==> src/rtl/cdb_pkg.sv <==
// Shared types and helpers for the common-data-bus arbiter slice.
// Optional macro CDB_BYPASS_EN (used by cdb_rr_arbiter) lets an idle channel skip its FIFO.
package cdb_pkg;

  localparam int CDB_DATA_W = 32;
  localparam int CDB_TAG_W  = 6;
  localparam int CDB_MAX_CH = 32;

  typedef struct packed {
    logic [CDB_DATA_W-1:0] data;
    logic [CDB_TAG_W-1:0]  tag;
  } cdb_entry_t;

  typedef struct packed {
    logic        found;
    logic [31:0] idx;
  } rr_pick_t;

  // First set bit of req at or after ptr, wrapping modulo n.
  function automatic rr_pick_t rr_pick(input logic [CDB_MAX_CH-1:0] req,
                                       input int unsigned ptr,
                                       input int unsigned n);
    rr_pick_t r;
    logic [4:0] c;
    r = '0;
    for (int unsigned k = 0; k < CDB_MAX_CH; k++) begin
      if (k < n) begin
        c = 5'((ptr + k) % n);
        if (!r.found && req[c]) begin
          r.found = 1'b1;
          r.idx   = 32'(c);
        end
      end
    end
    return r;
  endfunction

endpackage

==> src/rtl/cdb_rr_arbiter_fifo.sv <==
// Per-channel result FIFO; count-based full/empty so ready never depends on the pop.
// Shared by both CDB_BYPASS_EN builds of cdb_rr_arbiter.
module result_fifo import cdb_pkg::*; #(
  parameter int  DEPTH   = 2,
  parameter type entry_t = cdb_entry_t
) (
  input  logic   clk,
  input  logic   rst,
  input  logic   clr,
  input  logic   push,
  input  logic   pop,
  input  entry_t wr_entry,
  output entry_t head,
  output logic   empty,
  output logic   full
);

  localparam int PTR_W = $clog2(DEPTH);
  localparam int CNT_W = PTR_W + 1;

  entry_t           mem [DEPTH];
  logic [PTR_W-1:0] wr_ptr;
  logic [PTR_W-1:0] rd_ptr;
  logic [CNT_W-1:0] count;

  always_ff @(posedge clk) begin
    if (rst || clr) begin
      wr_ptr <= '0;
      rd_ptr <= '0;
      count  <= '0;
    end else begin
      if (push) wr_ptr <= wr_ptr + 1'b1;
      if (pop)  rd_ptr <= rd_ptr + 1'b1;
      count <= count + CNT_W'(push) - CNT_W'(pop);
    end
  end

  always_ff @(posedge clk) begin
    if (push) mem[wr_ptr] <= wr_entry;
  end

  assign head  = mem[rd_ptr];
  assign empty = (count == '0);
  assign full  = (count == CNT_W'(DEPTH));

endmodule

==> src/rtl/cdb_rr_arbiter.sv <==
// Round-robin CDB arbiter: N_CH result FIFOs, one registered broadcast per cycle.
// Define CDB_BYPASS_EN to let a channel with an empty FIFO drive the CDB directly.
module cdb_rr_arbiter import cdb_pkg::*; #(
  parameter int N_CH      = 4,
  parameter int DATA_W    = CDB_DATA_W,
  parameter int TAG_W     = CDB_TAG_W,
  parameter int BUF_DEPTH = 2,
  parameter int SRC_W     = $clog2(N_CH)
) (
  input  logic                   clk,
  input  logic                   rst,
  input  logic                   flush,
  input  logic [N_CH-1:0]        ch_valid,
  input  logic [N_CH*DATA_W-1:0] ch_data,
  input  logic [N_CH*TAG_W-1:0]  ch_tag,
  output logic [N_CH-1:0]        ch_ready,
  output logic                   cdb_valid,
  output logic [DATA_W-1:0]      cdb_data,
  output logic [TAG_W-1:0]       cdb_tag,
  output logic [SRC_W-1:0]       cdb_src
);

  typedef struct packed {
    logic [DATA_W-1:0] data;
    logic [TAG_W-1:0]  tag;
  } entry_t;

  entry_t           in_entry [N_CH];
  entry_t           head     [N_CH];
  entry_t           win_entry;
  logic [N_CH-1:0]  empty, full, push, pop, req;
  logic [SRC_W-1:0] rr_ptr, win_src;
  logic             grant;
  rr_pick_t         pick;

  assign ch_ready = ~full;

`ifdef CDB_BYPASS_EN
  logic [N_CH-1:0] byp_req, byp_win;
  assign byp_req = empty & ch_valid & ~full;
  assign req     = ~empty | byp_req;
`else
  assign req     = ~empty;
`endif

  always_comb pick = rr_pick(CDB_MAX_CH'(req), 32'(rr_ptr), N_CH);

  assign grant   = pick.found && !flush;
  assign win_src = SRC_W'(pick.idx);

  always_comb begin
    win_entry = '0;
    pop       = '0;
`ifdef CDB_BYPASS_EN
    byp_win   = '0;
`endif
    for (int i = 0; i < N_CH; i++) begin
      if (grant && win_src == SRC_W'(i)) begin
        pop[i]    = ~empty[i];
        win_entry = head[i];
`ifdef CDB_BYPASS_EN
        if (empty[i]) begin
          win_entry  = in_entry[i];
          byp_win[i] = 1'b1;
        end
`endif
      end
    end
  end

  // A bypassed winner is consumed by the CDB, so it must not also land in its FIFO.
`ifdef CDB_BYPASS_EN
  assign push = ch_valid & ~full & ~{N_CH{flush}} & ~byp_win;
`else
  assign push = ch_valid & ~full & ~{N_CH{flush}};
`endif

  for (genvar i = 0; i < N_CH; i++) begin : g_ch
    assign in_entry[i] = {ch_data[i*DATA_W +: DATA_W], ch_tag[i*TAG_W +: TAG_W]};

    result_fifo #(
      .DEPTH   (BUF_DEPTH),
      .entry_t (entry_t)
    ) u_fifo (
      .clk      (clk),
      .rst      (rst),
      .clr      (flush),
      .push     (push[i]),
      .pop      (pop[i]),
      .wr_entry (in_entry[i]),
      .head     (head[i]),
      .empty    (empty[i]),
      .full     (full[i])
    );
  end

  always_ff @(posedge clk) begin
    if (rst) begin
      rr_ptr    <= '0;
      cdb_valid <= 1'b0;
      cdb_data  <= '0;
      cdb_tag   <= '0;
      cdb_src   <= '0;
    end else if (flush) begin
      cdb_valid <= 1'b0;
    end else if (grant) begin
      cdb_valid <= 1'b1;
      cdb_data  <= win_entry.data;
      cdb_tag   <= win_entry.tag;
      cdb_src   <= win_src;
      rr_ptr    <= (win_src == SRC_W'(N_CH-1)) ? '0 : win_src + 1'b1;
    end else begin
      cdb_valid <= 1'b0;
    end
  end

endmodule
==> config.mk <==
export PLATFORM = sky130hd
export DESIGN_NAME = cdb_rr_arbiter
export DESIGN_NICKNAME = d
export VERILOG_FILES = /design/src/rtl/cdb_pkg.sv /design/src/rtl/cdb_rr_arbiter_fifo.sv /design/src/rtl/cdb_rr_arbiter.sv
export SDC_FILE = /design/constraint.sdc
export NUM_CORES = 1
export LEC_CHECK = 0
export CELL_PAD_IN_SITES_DETAIL_PLACEMENT = 0
export CELL_PAD_IN_SITES_GLOBAL_PLACEMENT = 1
export CORE_UTILIZATION = 49
export DETAILED_ROUTE_END_ITERATION = 10
export MAX_ROUTING_LAYER = met4
export PLACE_DENSITY_LB_ADDON = 0.1
export SLEW_MARGIN = 20
export SYNTH_ARGS = -nofsm -noshare
export SYNTH_HDL_FRONTEND = slang
export SYNTH_SLANG_ARGS = --single-unit
==> constraint.sdc <==
create_clock -name clk -period 6.2 [get_ports clk]
set_clock_uncertainty 0.1 [all_clocks]
set_input_delay 1.86 -clock clk [delete_from_list [all_inputs] [get_ports clk]]
set_output_delay 1.86 -clock clk [all_outputs]
set_load 0.02 [all_outputs]
==> flow_summary.json, run 1 <==
{
  "num_rows": 62,
  "nFillCells": 2141,
  "antenna_found_initial": 0,
  "drive_gt1_share_pct": 14.2,
  "vias": 8239,
  "grt_max_degree": 47,
  "cts_setup_buffers": 0,
  "final-seq-area_sq_um": 10400,
  "worst-setup-path-type": "in2reg",
  "timing.final.ws_setup_ns": 2.04,
  "die_h_um": 173,
  "crit_fanout": 25,
  "p_leak_nw": 5.74,
  "wire_per_inst_um": 21.6,
  "hold_viol_final": 0,
  "cts-htree-levels": 2,
  "p_total_w": 0.00560,
  "port_buffers": 203,
  "gr-total-overflow": 0,
  "crit_path_end_kind": "flip-flop",
  "hold_class": "reg2reg",
  "cts_inserted_buffers": 38,
  "p_per_area_nw_per_um2": 309,
  "initial_core_util_pct": 50.0,
  "path_clk_slew_ns": 0.06,
  "cts.hold.buffers_added": 0,
  "gp_congestion": 0.755,
  "multi_input_area_sq_um": 3640,
  "ys_warn_count": 0,
  "start_kind": "primary input",
  "ys_ff_latch": 367,
  "syn_area_sq_um": 14400,
  "drtPass1Iterations": 5,
  "max_freq_mhz": 240,
  "clk_latency_ns": 0.52,
  "finalNetCount": 1290,
  "cts_resized": 0,
  "synth_compound_area_share_pct": 7.17,
  "dpl_worst_slack_ns": 1.54,
  "num_antenna_cells": 0,
  "grt_use_total_pct": 22.6,
  "post-route-min-period_ns": 4.16,
  "synthAdderAreaFrac_pct": 1.04,
  "synth_xor_area_share_pct": 0.974,
  "grt_pass1_wl_mm": 49.1,
  "status": "completed",
  "dieWidth_um": 173,
  "dieArea_sq_um": 30100,
  "drc": 0,
  "pin_count": 204,
  "rsz0062_at_grt": "false",
  "slew_violations": 0,
  "core-area_sq_um": 28800,
  "final_antenna_net_count": 0,
  "required_ns": 6.54,
  "whs_ns": 0.377,
  "tightest_slew_ns": 1.10,
  "synth-seq-area-share_pct": 72.2,
  "synthCells": 913,
  "grt_pass1_vias": 8071,
  "synth_nets": 1084,
  "synth_top_family_by_area": "multiplexers",
  "place_hpwl_mm": 21.0,
  "tns_ns": 0,
  "synth_area_per_cell_sq_um": 15.8,
  "synth.area.mux_share_pct": 11.0,
  "crit_arrival_ns": 4.50,
  "root_buffer": "clkbuf_16",
  "wl_mm": 33.1,
  "drt-initial-drc-count": 702,
  "setup_viol": 0,
  "cts_buffer_depth": 3,
  "synth-simple-area-share_pct": 4.76,
  "max-vdd-ir-drop_mv": 0.213,
  "cts_tree": "yes",
  "post_synth_num_cell_types": 42,
  "slew_headroom_pct": 26.3,
  "cts.sinks": 367,
  "maxCapViolCount": 0,
  "vias_per_cell": 5.37,
  "area.growth.synth_to_final_pct": 25.7,
  "finalCritPeriodShare_pct": 67.1
}
[logic make-up after synthesis]
group	count (synthesis)
flip-flops	367
multiplexers	153
AND/OR/NAND/NOR	142
AO/OA/AOI/OAI	129
buffers and inverters	94
XOR/XNOR	16
adder cells (fa/ha/maj)	12
[sequential cells by signal, summed over array words and instances, names as in the netlist, named ones only]
signal              flops
g_ch.u_fifo.wr_ptr      4
cdb_valid               1
cdb_src                 2
g_ch.u_fifo.rd_ptr      4
rr_ptr                  2
cdb_tag                 6
cdb_data               32
g_ch.u_fifo.count       8
g_ch.u_fifo.mem       304
[metal layers]
metal	vias up	GRT usage, %	share of wire (%)
li1	3856	-	-
met1	4120	31.6	46
met2	224	35.1	47
met3	39	3.29	4.6
met4	0	5.53	1.7
met5	-	-	0
[power by group]
group | switching [W] | internal, W | total (W) | leakage [nW]
combinational | 0.000283 | 0.000234 | 0.000516 | 1.81
clock | 0.000905 | 0.00139 | 0.00230 | 0.625
sequential | 0.0000299 | 0.00275 | 0.00278 | 3.30
total | 0.00122 | 0.00438 | 0.00560 | 5.74
[final timing paths]
kind,depth (start not counted),slack (ns),to,start
worst max-delay path,6,2.04,cdb_data[30],flush
worst min-delay path,2,0.38,cdb_tag[3],cdb_tag[3]
worst max register to register,13,2.62,g_ch[3].u_fifo.count[1],g_ch[0].u_fifo.count[1]
worst min register to register,2,0.38,cdb_tag[3],cdb_tag[3]
[layout make-up]
| cell class | count | share of cell area [%] |
|---|---|---|
| multi-input cells | 452 | 20.1 |
| well taps | 384 | 2.66 |
| flip-flops and latches | 367 | 57.5 |
| repair buffers | 215 | 11.7 |
| clock buffers | 62 | 6.56 |
| inverters | 45 | 0.934 |
| clock inverters | 8 | 0.512 |
[synth_stat cells]
cell	n	area share, %
nor3b_1	4	0.21
o22ai_2	30	2.6
dfxtp_1	63	8.8
ha_1	12	1.0
o221ai_1	2	0.12
a221oi_1	1	0.061
or2_2	3	0.13
a311oi_2	1	0.10
nor4_4	2	0.30
and3_1	1	0.044
nor2b_1	5	0.22
buf_1	6	0.16
o311ai_0	1	0.061
o21ai_0	1	0.035
clkbuf_1	18	0.47
or3b_2	1	0.061
nand2_1	73	1.9
a211oi_1	3	0.16
and3b_1	4	0.24
a21oi_2	2	0.12
a211o_1	2	0.12
nand2b_1	9	0.39
or2_1	1	0.044
inv_1	45	1.2
o22ai_1	76	3.3
o211ai_1	1	0.052
a221o_1	1	0.070
xor2_1	4	0.24
nor2_1	27	0.70
a21oi_1	4	0.14
o32ai_1	1	0.061
buf_6	4	0.31
a21o_1	3	0.16
and2_1	9	0.39
mux2_2	40	3.1
nand3b_1	1	0.052
xnor2_1	12	0.73
mux2i_1	113	7.9
buf_2	20	0.70
edfxtp_1	304	63
nor3_1	2	0.070
buf_4	1	0.052
[cells in the final DEF, fill, tap and decap left out, types with 2 or more instances in the layout]
cell type and n:
xor2_1 4, clkbuf_1 14, o22ai_2 30, edfxtp_1 304
o22ai_1 76, dfxtp_2 3, and2_1 5, a21o_1 3
mux2i_1 113, o221ai_1 2, ha_1 11, nand2b_1 7
clkbuf_16 42, a21oi_1 4, xnor2_1 12, or2_2 4
nor3b_1 4, dfxtp_1 59, nor4_4 2, inv_1 45
nand2_1 73, clkbuf_8 6, nor3_1 2, clkdlybuf4s50_1 203
nor2b_4 4, mux2_2 40, a211o_1 2, buf_4 12
nand2b_2 2, nor2_1 27, bufinv_16 2, clkinv_2 5
a211oi_1 3, and2_4 3, and3b_1 4
[worst max-delay path, stage by stage]
cell and delay [ns]:
clkdlybuf4s50_1 0.80, nand2b_1 0.29, a211o_1 0.87, buf_4 0.36, o22ai_1 0.13, o22ai_2 0.18
[per-stage QoR]
stage	cells	utilization, %	cell area, sq um
2_1_floorplan	913	-	14400
3_3_place_gp	1463	58.4	16800
3_5_place_dp	1463	58.4	16800
4_1_cts	1533	62.8	18100
5_1_grt	1533	62.9	18100
6_report	1533	62.9	18100
No activity file was read; power rests on OpenSTA's default activity.
==> run 2, diff against run 1 <==
- CORE_UTILIZATION: 49 -> 45
- clock period: 6.2 -> 4.2 ns (I/O delays scaled with it)
==> flow_summary.json, run 2 (same netlist as run 1, synthesis figures left out) <==
{
  "cts_resized": 0,
  "dieArea_sq_um": 32700,
  "crit_arrival_ns": 3.72,
  "met2_usage_pct": 33.8,
  "use_met1_pct": 27.6,
  "busiest_layer": "met2",
  "gp_congestion": 0.786,
  "dieWidth_um": 181,
  "status": "completed",
  "crit_fanout": 24,
  "reg_top3": "g_ch.u_fifo.mem: 304 flops, cdb_data: 32 flops, g_ch.u_fifo.count: 8 flops",
  "wl_mm": 33.0,
  "cp_slowest_cell": "ha_2",
  "worst-setup-path-type": "reg2reg",
  "place_area_sq_um": 17000,
  "path_clk_slew_ns": 0.06,
  "cts.sinks": 367,
  "use_met3_pct": 3.12,
  "final_antenna_net_count": 0,
  "cts_setup_buffers": 0,
  "max-vdd-ir-drop_mv": 0.274,
  "final_common_cell": "edfxtp_1",
  "core-area_sq_um": 31500,
  "finalCritPeriodShare_pct": 81.7,
  "num_rows": 65,
  "max_freq_mhz": 291,
  "slew_violations": 0,
  "critPathBufInv": 1,
  "crit_path_end_kind": "flip-flop",
  "grt_pass1_vias": 8375,
  "max_stage_delay_ns": 0.54,
  "maxCapViolCount": 0,
  "cts-htree-levels": 2,
  "final_area_sq_um": 18200,
  "slew_headroom_pct": 44.7,
  "grt_use_total_pct": 20.8,
  "place_hpwl_mm": 22.1,
  "p_leak_nw": 5.76,
  "largest_register_ffs": 304,
  "tns_ns": 0,
  "rsz0062_at_grt": "false",
  "pin_count": 204,
  "drt-initial-drc-count": 381,
  "p_per_area_nw_per_um2": 441,
  "start_kind": "flip-flop",
  "hold_viol_final": 0,
  "clk_latency_ns": 0.51,
  "finalNetCount": 1303,
  "wire_per_inst_um": 21.1,
  "root_buffer": "clkbuf_16",
  "area.growth.synth_to_final_pct": 26.2,
  "timing.final.ws_setup_ns": 0.769,
  "hold_class": "reg2reg",
  "port_buffers": 203,
  "cts_buffer_depth": 3,
  "cts_tree": "yes",
  "post-route-min-period_ns": 3.43,
  "gr-total-overflow": 0,
  "cts.hold.buffers_added": 0,
  "top_register": "g_ch.u_fifo.mem",
  "nFillCells": 2492,
  "antenna_found_initial": 1,
  "drive_gt1_share_pct": 15.2,
  "cp_top_family": "simple AND/OR/NAND/NOR gates",
  "setup_viol": 0,
  "required_ns": 4.49,
  "drc": 0,
  "initial_core_util_pct": 45.7,
  "tightest_slew_ns": 0.830,
  "grt_pass1_wl_mm": 49.3,
  "grt_max_degree": 39,
  "dpl_worst_slack_ns": 0.677,
  "worstPathCellList": "nor2_1, o221ai_1, a21oi_1, and2_1, ha_2, nor3b_1, ha_1, inv_1, ha_1, xor2_1, xnor2_1, nor2_1",
  "cts_inserted_buffers": 39,
  "layout_common_cells": "edfxtp_1, clkdlybuf4s50_1, mux2i_1",
  "vias_per_cell": 5.20,
  "vias": 8134,
  "die_h_um": 181,
  "drtPass1Iterations": 4
}
## run 2: cell count changes in the layout (fill, tap and decap cells not counted), moves of 2 or more
cell        delta
clkinvlp_4     +4
clkbuf_8       -5
and2_2         +3
buf_4          +8
and2_4         -3
clkinv_1       +5
buf_12         +4
bufinv_16      -2
clkinv_2       +5
clkbuf_1       -5
## run 2: worst min-delay path, cell delays in order (launching register included)
cell,delay (ns)
dfxtp_1,0.31
nand2b_1,0.06
a21oi_1,0.06
## run 2: metal layers
metal	share of wire, %	vias to the layer above
li1	-	3886
met1	45	3993
met2	49	214
met3	4.9	41
met4	1.7	0
met5	0	-
## run 2: layout make-up
type / instances / area, sq um / share of cell area (%)
multi-input combinational: 452 / 3640 / 20.0
sequential: 367 / 10400 / 57.3
antenna: 1 / 2.50 / 0.0138
timing repair buffer: 227 / 2260 / 12.5
clock inverter: 20 / 106 / 0.586
tap: 402 / 503 / 2.77
inverter: 45 / 169 / 0.930
clock buffer: 51 / 1070 / 5.91
## run 2: through the flow
step | util, % | power, W | hold WS, ns | instances
final | 57.7 | 0.00801 | 0.380 | 1565
after global routing | 57.7 | 0.00830 | 0.397 | 1565
after floorplan | - | 0.00457 | 0.381 | 913
after detailed placement | 53.9 | 0.00496 | 0.373 | 1493
after global placement | 53.9 | 0.00495 | 0.362 | 1493
after CTS | 57.7 | 0.00809 | 0.382 | 1564
## run 2: where the power goes
part	switching (W)	internal, W	total, W	leakage, nW
Combinational	0.000408	0.000356	0.000764	1.89
Sequential	0.0000456	0.00407	0.00411	3.30
Clock	0.00133	0.00180	0.00314	0.571
Total	0.00179	0.00623	0.00801	5.76
## run 2: path summary, 6_finish.rpt
check | slack (ns) | from | to | cells past startpoint
worst max register to register | 0.77 | g_ch[2].u_fifo.count[1] | g_ch[3].u_fifo.count[1] | 12
worst min-delay path | 0.38 | cdb_src[1] | cdb_src[1] | 2
worst min register to register | 0.38 | cdb_src[1] | cdb_src[1] | 2
worst max-delay path | 0.77 | g_ch[2].u_fifo.count[1] | g_ch[3].u_fifo.count[1] | 12
==> run 3, diff against run 2 <==
- clock period: 4.2 -> 3.55 ns (I/O delays scaled with it)
==> flow_summary.json, run 3 (same netlist as run 1, synthesis figures left out) <==
{
  "status": "completed",
  "layout_common_cells": "edfxtp_1, clkdlybuf4s50_1, mux2i_1",
  "cts_resized": 0,
  "dieArea_sq_um": 32700,
  "tightest_slew_ns": 0.827,
  "largest_register_ffs": 304,
  "cts_tree": "yes",
  "p_total_w": 0.00967,
  "final_common_cell": "edfxtp_1",
  "port_buffers": 203,
  "path_clk_slew_ns": 0.06,
  "post-route-min-period_ns": 3.09,
  "crit_path_end_kind": "flip-flop",
  "cts_inserted_buffers": 39,
  "cts_setup_buffers": 0,
  "finalNetCount": 1310,
  "root_buffer": "clkbuf_16",
  "crit_fanout": 8,
  "wire_per_inst_um": 21.0,
  "clk_latency_ns": 0.52,
  "max-vdd-ir-drop_mv": 0.317,
  "vias_per_cell": 5.25,
  "core-area_sq_um": 31500,
  "final_antenna_net_count": 0,
  "initial_core_util_pct": 45.7,
  "crit_arrival_ns": 3.39,
  "drtPass1Iterations": 4,
  "drt-initial-drc-count": 421,
  "area.growth.synth_to_final_pct": 27.6,
  "cts.sinks": 367,
  "antenna_found_initial": 3,
  "maxCapViolCount": 0,
  "top_register": "g_ch.u_fifo.mem",
  "vias": 8274,
  "gp_congestion": 0.772,
  "hold_viol_final": 0,
  "drive_gt1_share_pct": 15.3,
  "gr-total-overflow": 0,
  "wl_mm": 33.0,
  "required_ns": 3.85,
  "final-seq-area_sq_um": 10400,
  "finalCritPeriodShare_pct": 87.1,
  "slew_headroom_pct": 44.9,
  "tns_ns": 0,
  "max_freq_mhz": 324,
  "dieWidth_um": 181,
  "p_leak_nw": 5.85,
  "grt_use_total_pct": 21.1,
  "whs_ns": 0.379,
  "setup_viol": 0,
  "start_kind": "flip-flop",
  "reg_top3": "g_ch.u_fifo.mem: 304 flops, cdb_data: 32 flops, g_ch.u_fifo.count: 8 flops",
  "grt_pass1_wl_mm": 49.7,
  "multi_input_area_sq_um": 3640,
  "die_h_um": 181,
  "pin_count": 204,
  "nFillCells": 2468,
  "worst-setup-path-type": "reg2reg",
  "grt_max_degree": 41,
  "rsz0062_at_grt": "false",
  "cts_buffer_depth": 3,
  "p_per_area_nw_per_um2": 526,
  "place_hpwl_mm": 21.6,
  "cts.hold.buffers_added": 0,
  "slew_violations": 0,
  "hold_class": "reg2reg",
  "cts-htree-levels": 2,
  "num_rows": 65,
  "grt_pass1_vias": 8491,
  "drc": 0
}
## run 3: changes by cell type in the layout (fill, tap and decap cells not counted), sizes merged
cell | previous run | this run
clkinvlp | 5 | 1
buf | 24 | 31
clkbuf | 51 | 59
clkinv | 15 | 9
inv | 45 | 46
bufinv | 0 | 2
diode | 1 | 3
## run 3: routing by layer
layer	routed length, um	vias to the layer above	GRT usage [%]
met3	1460	43	3.27
li1	-	3914	-
met4	654	0	5.91
met5	0	-	-
met2	16100	198	34.3
met1	14800	4119	27.5
## run 3: stage by stage
step                      worst slack [ns]  utilization [%]  cells  area, sq um
after floorplan                      0.500                -    913        14400
after global placement               0.349             54.4   1500        17100
after detailed placement             0.278             54.4   1500        17100
after CTS                            0.420             58.3   1572        18400
after global routing                 0.244             58.4   1575        18400
final                                0.459             58.4   1575        18400
## run 3: critical path, stage by stage, from the launching register on
cell and delay, ns:
dfxtp_1 0.36, nor2_1 0.27, o221ai_1 0.17, a21oi_1 0.34, and2_1 0.22, ha_2 0.31, nor3b_1 0.35, ha_1 0.30
inv_1 0.05, ha_1 0.14, xor2_1 0.18, xnor2_1 0.14, nor2_1 0.05
## run 3: power by group
part | internal [W] | switching (W) | total [W]
clock network | 0.00232 | 0.00157 | 0.00388
registers | 0.00481 | 0.0000548 | 0.00487
logic | 0.000440 | 0.000480 | 0.000921
## run 3: final timing paths
kind / start / to / slack [ns] / depth (start not counted)
max: g_ch[2].u_fifo.count[1] / g_ch[3].u_fifo.count[1] / 0.46 / 12
max reg2reg: g_ch[2].u_fifo.count[1] / g_ch[3].u_fifo.count[1] / 0.46 / 12
min: cdb_src[1] / cdb_src[1] / 0.38 / 2
min reg2reg: cdb_src[1] / cdb_src[1] / 0.38 / 2
## run 3: layout make-up
cell class,instances,share of cell area (%)
Sequential cell,367,56.6
Multi-Input combinational cell,452,19.8
Timing Repair Buffer,234,13.1
Clock buffer,59,6.06
Tap cell,402,2.74
Inverter,45,0.920
Clock inverter,13,0.688
Antenna cell,3,0.0409
